[src/rtl/gmii_tx_mac.sv]
// GMII transmit MAC: byte stream in, preamble/SFD/payload[/FCS] out, then a fixed inter-frame gap.
// Define GMII_TX_FCS_GEN_EN to append a CRC-32 FCS after the EOP byte.
module gmii_tx_mac #(
  parameter int PREAMBLE_LEN = 7,
  parameter int IFG_CYCLES   = 12
) (
  input  logic       clk,
  input  logic       reset,
  input  logic       txg_srdy,
  output logic       txg_drdy,
  input  logic [1:0] txg_code,
  input  logic [7:0] txg_data,
  output logic       gmii_tx_dv,
  output logic [7:0] gmii_txd,
  output logic       gmii_tx_er,
  output logic       tx_frame_done,
  output logic       tx_underrun,
  output logic [2:0] dbg_state
);

  localparam logic [1:0] CODE_SOP    = 2'd0;
  localparam logic [1:0] CODE_EOP    = 2'd2;
  localparam logic [1:0] CODE_BADEOP = 2'd3;

`ifdef GMII_TX_FCS_GEN_EN
  typedef enum logic [2:0] {
    S_IDLE  = 3'd0,
    S_PRE   = 3'd1,
    S_SFD   = 3'd2,
    S_DATA  = 3'd3,
    S_IFG   = 3'd4,
    S_DRAIN = 3'd5,
    S_FCS   = 3'd6
  } state_t;
`else
  typedef enum logic [2:0] {
    S_IDLE  = 3'd0,
    S_PRE   = 3'd1,
    S_SFD   = 3'd2,
    S_DATA  = 3'd3,
    S_IFG   = 3'd4,
    S_DRAIN = 3'd5
  } state_t;
`endif

  state_t     state;
  logic [3:0] pre_cnt;
  logic [4:0] ifg_cnt;

  assign dbg_state = state;

`ifdef GMII_TX_FCS_GEN_EN
  localparam logic [31:0] CRC_POLY = 32'hEDB88320;
  localparam logic [31:0] CRC_INIT = 32'hFFFFFFFF;

  logic [31:0] crc;
  logic [1:0]  fcs_idx;
  logic [31:0] fcs_word;

  assign fcs_word = ~crc;

  function automatic logic [31:0] crc_byte(input logic [31:0] c, input logic [7:0] d);
    logic [31:0] r;
    r = c ^ {24'h0, d};
    for (int i = 0; i < 8; i++) begin
      r = r[0] ? ((r >> 1) ^ CRC_POLY) : (r >> 1);
    end
    return r;
  endfunction
`endif

  // Handshake: a byte moves when txg_srdy && txg_drdy on a rising clk edge; txg_code/txg_data
  // must be stable while txg_srdy is high. A SOP is only ever consumed in SFD, never in IDLE/DATA/DRAIN.
  always_comb begin
    txg_drdy = 1'b0;
    case (state)
      S_IDLE:          txg_drdy = txg_srdy && (txg_code != CODE_SOP);
      S_SFD:           txg_drdy = 1'b1;
      S_DATA, S_DRAIN: txg_drdy = !(txg_srdy && (txg_code == CODE_SOP));
      default:         txg_drdy = 1'b0;
    endcase
  end

  always_ff @(posedge clk or negedge reset) begin
    if (!reset) begin
      state         <= S_IDLE;
      pre_cnt       <= 4'd0;
      ifg_cnt       <= 5'd0;
      gmii_tx_dv    <= 1'b0;
      gmii_txd      <= 8'h00;
      gmii_tx_er    <= 1'b0;
      tx_frame_done <= 1'b0;
      tx_underrun   <= 1'b0;
`ifdef GMII_TX_FCS_GEN_EN
      crc           <= CRC_INIT;
      fcs_idx       <= 2'd0;
`endif
    end else begin
      gmii_tx_dv    <= 1'b0;
      gmii_txd      <= 8'h00;
      gmii_tx_er    <= 1'b0;
      tx_frame_done <= 1'b0;
      tx_underrun   <= 1'b0;
      case (state)
        S_IDLE: begin
`ifdef GMII_TX_FCS_GEN_EN
          crc <= CRC_INIT;
`endif
          // The first preamble byte leaves on the same edge that sees the waiting SOP.
          if (txg_srdy && (txg_code == CODE_SOP)) begin
            gmii_tx_dv <= 1'b1;
            gmii_txd   <= 8'h55;
            pre_cnt    <= 4'd1;
            state      <= S_PRE;
          end
        end
        S_PRE: begin
          gmii_tx_dv <= 1'b1;
          if (pre_cnt == 4'(PREAMBLE_LEN)) begin
            gmii_txd <= 8'hD5;
            state    <= S_SFD;
          end else begin
            gmii_txd <= 8'h55;
            pre_cnt  <= pre_cnt + 4'd1;
          end
        end
        S_SFD, S_DATA: begin
          gmii_tx_dv <= 1'b1;
          if (!txg_srdy) begin
            gmii_tx_er  <= 1'b1;
            tx_underrun <= 1'b1;
            state       <= S_DRAIN;
          end else if ((state == S_DATA) && (txg_code == CODE_SOP)) begin
            // Next frame arrived before this one ended: abort and leave the SOP waiting.
            gmii_tx_er  <= 1'b1;
            tx_underrun <= 1'b1;
            ifg_cnt     <= 5'd0;
            state       <= S_IFG;
          end else begin
            gmii_txd <= txg_data;
`ifdef GMII_TX_FCS_GEN_EN
            crc      <= crc_byte(crc, txg_data);
`endif
            case (txg_code)
              CODE_EOP: begin
`ifdef GMII_TX_FCS_GEN_EN
                fcs_idx <= 2'd0;
                state   <= S_FCS;
`else
                tx_frame_done <= 1'b1;
                ifg_cnt       <= 5'd0;
                state         <= S_IFG;
`endif
              end
              CODE_BADEOP: begin
                gmii_tx_er <= 1'b1;
                ifg_cnt    <= 5'd0;
                state      <= S_IFG;
              end
              default: state <= S_DATA;
            endcase
          end
        end
`ifdef GMII_TX_FCS_GEN_EN
        S_FCS: begin
          gmii_tx_dv <= 1'b1;
          gmii_txd   <= fcs_word[{fcs_idx, 3'b000} +: 8];
          if (fcs_idx == 2'd3) begin
            tx_frame_done <= 1'b1;
            ifg_cnt       <= 5'd0;
            state         <= S_IFG;
          end else begin
            fcs_idx <= fcs_idx + 2'd1;
          end
        end
`endif
        S_IFG: begin
          if (ifg_cnt == 5'(IFG_CYCLES - 1)) begin
            state <= S_IDLE;
          end else begin
            ifg_cnt <= ifg_cnt + 5'd1;
          end
        end
        S_DRAIN: begin
          if (txg_srdy && (txg_code != 2'd1)) begin
            ifg_cnt <= 5'd0;
            state   <= S_IFG;
          end
        end
        default: state <= S_IDLE;
      endcase
    end
  end

endmodule
[config.mk]
export PLATFORM = sky130hd
export DESIGN_NAME = gmii_tx_mac
export DESIGN_NICKNAME = d
export VERILOG_FILES = /design/src/rtl/gmii_tx_mac.sv
export SDC_FILE = /design/constraint.sdc
export NUM_CORES = 1
export LEC_CHECK = 0
export CAP_MARGIN = 20
export CORE_MARGIN = 2
export CORE_UTILIZATION = 30
export DETAILED_ROUTE_END_ITERATION = 8
export SLEW_MARGIN = 20
export SYNTH_ARGS = -nofsm -noshare
export SYNTH_HDL_FRONTEND = slang
export SYNTH_SLANG_ARGS = --single-unit
[constraint.sdc]
create_clock -name clk -period 4.6 [get_ports clk]
set_input_delay 0.92 -clock clk [delete_from_list [all_inputs] [get_ports clk]]
set_output_delay 0.92 -clock clk [all_outputs]
set_load 0.05 [all_outputs]
# Yosys cells after proc, flatten, opt, wreduce, memory -nomap -nowiden

Index checks and enable logic that the tools add are counted.

Muxes and demuxes: 36
Add/subtract/negate cells: 2
Equality and inequality tests: 18
Reductions and logical operators: 17

Operators with widths:

| cell                                                            | number |
|---|---|
| 5-bit 2-to-1 mux                                                | 5 |
| 8-bit 2-to-1 mux                                                | 3 |
| 8-bit case mux with 3 select lines                              | 1 |
| 3-bit 2-to-1 mux                                                | 7 |
| 3-bit case mux with 5 select lines                              | 1 |
| 5-bit case mux with 3 select lines                              | 1 |
| 2-bit != test, second input constant                            | 7 |
| 1-bit 2-to-1 mux                                                | 12 |
| 4-bit 2-to-1 mux                                                | 2 |
| 4-bit case mux with 2 select lines                              | 1 |
| 7-bit 2-to-1 mux                                                | 1 |
| 3-bit by 2-bit == test with 1-bit output, second input constant | 2 |
| 3-bit == test, second input constant                            | 2 |
| 2-bit OR reduction                                              | 3 |
| 5-bit by 1-bit adder with 5-bit output, second input constant   | 1 |
| 5-bit by 4-bit == test with 1-bit output, second input constant | 1 |
| 5-bit AND reduction                                             | 1 |
| 4-bit by 1-bit adder with 4-bit output, second input constant   | 1 |
| 2-bit == test, second input constant                            | 2 |
| 4-bit by 3-bit == test with 1-bit output, second input constant | 1 |
| 1-bit logical AND                                               | 4 |
| 4-bit AND reduction                                             | 1 |
| 2-bit nonzero test                                              | 2 |
| 3-bit by 1-bit == test with 1-bit output, second input constant | 1 |
| 10 further kinds                                                | 10 |

Register bits after elaboration: 24
Input bits: 13
Word-level logic and storage cells: 81

# Longest topological paths before layout

Depth in word-level cells: 6
Mapped depth: 7

# Least setup slack after synthesis

OpenSTA, ideal clock, no wires.

Path kind: input -> output
From: input port txg_code[1]
To: output port txg_drdy
Arrival time: 1.767 ns
Path slack: 1.913 ns
Stages on the path: 4
Cell sequence: or2_2 a21oi_1 nor2_1 o221a_2

Cells in the longest elaborated chain, start to end: 4

RTL lines:

| item                                   | RTL line | RTL |
|---|---|---|
| start: declaration                     | 11       | `input logic [1:0] txg_code,` |
| 2-bit logical NOT                      | 79       | `S_DATA, S_DRAIN: txg_drdy = !(txg_srdy && (txg_code == CODE_SOP));` |
| 1-bit logical AND                      | 79       |  |
| 1-bit logical NOT                      | 79       |  |
| 1-bit case mux with 3 select lines (*) | 76       | `case (state)` |
| end: declaration                       | 10       | `output logic txg_drdy,` |

Mark *: on every way between the ends. The rest lies on a longest branch, timed or not.

# Worst setup path in the final report

Same ends and word-level chain as after synthesis.

==> results.md <==
- DR vias/cell: roughly 5.3
- First-pass GRT wire length: between 5000 and 6000 um
- Chip height: between 60 and 70 um
- Routed wl met3: approximately 150 um
- Initial antenna violation count: 0
- Power per cell area: roughly 600 nW/um^2
- Num rows: 23
- Cts repair resizes: 0
- Drt drc: 0
- Sw Pwr: 445 uW
- Synth top area share: 0.472
- Die width: 69.2 um
- Diode count: 0
- MaxCap Viol Count: 0
- Peak VDD IR: approximately 200 uV
- Startpoint types: input pin
- H-Tree Depth: 1
- Internal power consumption: around 510 uW
- Post-Syn Instances: about 130
- Mean Syn Cell Area: between 9 and 10 um^2
- Cell Area, Synth: about 1300 um^2
- Switching Fraction: 0.466
- Largest cells by area after synthesis: dfrtp_1, o21ai_0, ha_1
- M1 WL: approximately 1300 um
- Met2 wire length: roughly 1400 um
- Clock share of power: 0.128
- Post-synth cell types: 39
- Crit Path Max Fanout: 8
- Syn_nets: 145
- Total global-route track usage: 0.130
- Iteration-0 DRC Markers: 93
- GRT overflow: 0
- Post-synthesis sequential area ratio: 0.472
- Kind of end point of the critical path: primary output
- Max layer used: met4
- Clk sinks: 24
- F_max: about 0.26 GHz
- DR vias: ~1100
- Clock-pin slew on the worst setup and hold paths: around 0.08 ns
- Root cell of the clock tree: clkbuf_8
- RD Place Congestion: between 0.8 and 0.9
- Leakage: between 0.7 and 0.8 nW
- Critical path class: input pin to primary output
- Layout area overhead: 28.2%
- Sequential share of power: 0.335
- Die footprint: around 4800 um^2
- Yosys reg bits: 24
- ANT nets after route: 0
- Layout cells sized above 1: 0.109
- Setup TNS: 0 ns
- Crit path time final: roughly 3.9 ns
- Fin nets: 175
- CTS tree: done
- Starting Density: 0.314
- Largest net degree at the start of global routing: 25
- Final period util: 0.846
- DR WL/cell: 14.0 um
- CTS Buffer Depth: 2
- # setup viols final: 0
- Final Hold Vio Count: 0
- Final WL: approximately 2900 um
- FFs w/ async S/R, synth: 1.00
- Hold buffers post-CTS: 0
- RSZ-0062 raised after global routing: false
- EDFF count, synth: 0
- Vias in the first global route: approximately 1100
- Worst Tran Pin Value: between 0.5 and 0.6 ns
- Pre-antenna DRT Iters: 4
- R2R Setup Slk: between 2 and 3 ns
- Buffers on Ports: 28
- DP Wirelength: around 2100 um
- Arrival time worst endpoint: 2.97 ns
- WP data required: ~3.7 ns
- Total CTS buffers: 3
- Filler Cells Inserted: around 400
- Status: complete, no violations
- Min-delay worst type: flop to flop
- Pins Over Slew Limit: 0
- Worst-skew pair later-pin latency: about 0.26 ns
- Leading area contributor after synthesis: dfrtp_1
- Setup Buffers After CTS: 0
- Predominant post-synthesis flop cell: dfrtp_1
- Core region area: 4060 um^2
- Top Ports: 29
- Setup Skew: approximately 0.0054 ns
- Comb pwr share: 0.537
- Worst rel slew slack: 0.628
- Min Hold Slack: approximately 0.5 ns
- Yosys warnings: 0
## worst max-delay path: stages
cell             delay [ns]
clkdlybuf4s50_1        0.53
or2_2                  0.37
a21oi_1                0.16
nor2_1                 0.05
o221a_2                0.24
clkdlybuf4s50_1        0.70
## placed cells by master, fill, tap and decap left out, types with 2 or more instances in the layout
cell / count
nand2b_1: 4
o21ai_0: 11
a21oi_1: 7
o22ai_1: 3
dfrtp_1: 24
inv_1: 11
nor3_1: 2
o31ai_2: 2
ha_1: 4
clkdlybuf4s50_1: 27
a31oi_1: 2
and2b_2: 2
o21a_1: 2
nor2_1: 11
o211ai_1: 2
nand3_1: 5
and3_1: 3
o31ai_1: 5
nand3b_1: 3
nand2_1: 5
clkbuf_8: 3
## power groups by stage
stage	sequential (mW)	clock, mW	combinational, mW
5_1_grt	0.332	0.138	0.559
6_report	0.320	0.122	0.513
3_5_place_dp	0.323	0	0.514
2_1_floorplan	0.437	0	0.245
3_3_place_gp	0.320	0	0.511
4_1_cts	0.319	0.129	0.518
## final cells by class
cell class | instances | area, um^2 | area share
Inverter | 11 | 41.3 | 0.0253
Clock buffer | 3 | 41.3 | 0.0253
Sequential cell | 24 | 601 | 0.368
Tap cell | 50 | 62.6 | 0.0383
Multi-Input combinational cell | 90 | 612 | 0.375
Timing Repair Buffer | 28 | 275 | 0.169
## layer usage
metal | vias up | GRT usage
met3 | 4 | 0.0278
met1 | 523 | 0.165
met4 | 0 | 0.0566
met5 | - | 0
met2 | 33 | 0.212
li1 | 523 | -
## kinds of logic (layout without fill, tap and decap cells)
kind of cell,after synthesis,in the layout,synth area share
AND/OR/NAND/NOR,45,45,0.221
AO/OA/AOI/OAI,41,41,0.220
flip-flops,24,24,0.472
buffers and inverters,14,42,0.0481
adder cells (fa/ha/maj),4,4,0.0393
## synth_stat cells (2+ instances only)
master and instances:
nand3b_1 3, nor3_1 2, o211ai_1 2, dfrtp_1 24, o31ai_1 5, o22ai_1 3
inv_1 11, ha_1 4, nand3_1 5, a21oi_1 7, nand2b_1 4, and2b_2 2
nor2_1 11, o31ai_2 2, and3_1 3, o21a_1 2, nand2_1 5, o21ai_0 11
a31oi_1 2
## sequential cells by signal, indices dropped and copies added, names as in the netlist
signal / flops
ifg_cnt: 5
gmii_txd: 8
tx_frame_done: 1
gmii_tx_er: 1
gmii_tx_dv: 1
pre_cnt: 4
dbg_state: 3
tx_underrun: 1
## metrics by stage
stage	worst slack, ns	std cells	cell area [um^2]	total power, mW	util
floorplan	1.91	128	1270	0.683	-
global placement	0.788	203	1600	0.831	0.393
detailed placement	0.725	203	1600	0.838	0.393
CTS	0.720	206	1640	0.966	0.404
global route	0.622	206	1630	1.03	0.402
finish	0.709	206	1630	0.956	0.402
## worst paths after layout
path | start | to | cells past startpoint
min | ifg_cnt[4] | ifg_cnt[4] | 1
max reg2reg | dbg_state[2] | ifg_cnt[4] | 6
min reg2reg | ifg_cnt[4] | ifg_cnt[4] | 1
max in group asynchronous | reset | gmii_txd[0] | 1
max | txg_code[1] | txg_drdy | 6
min in group asynchronous | reset | gmii_txd[5] | 1
(Power assumes the default switching activity.)
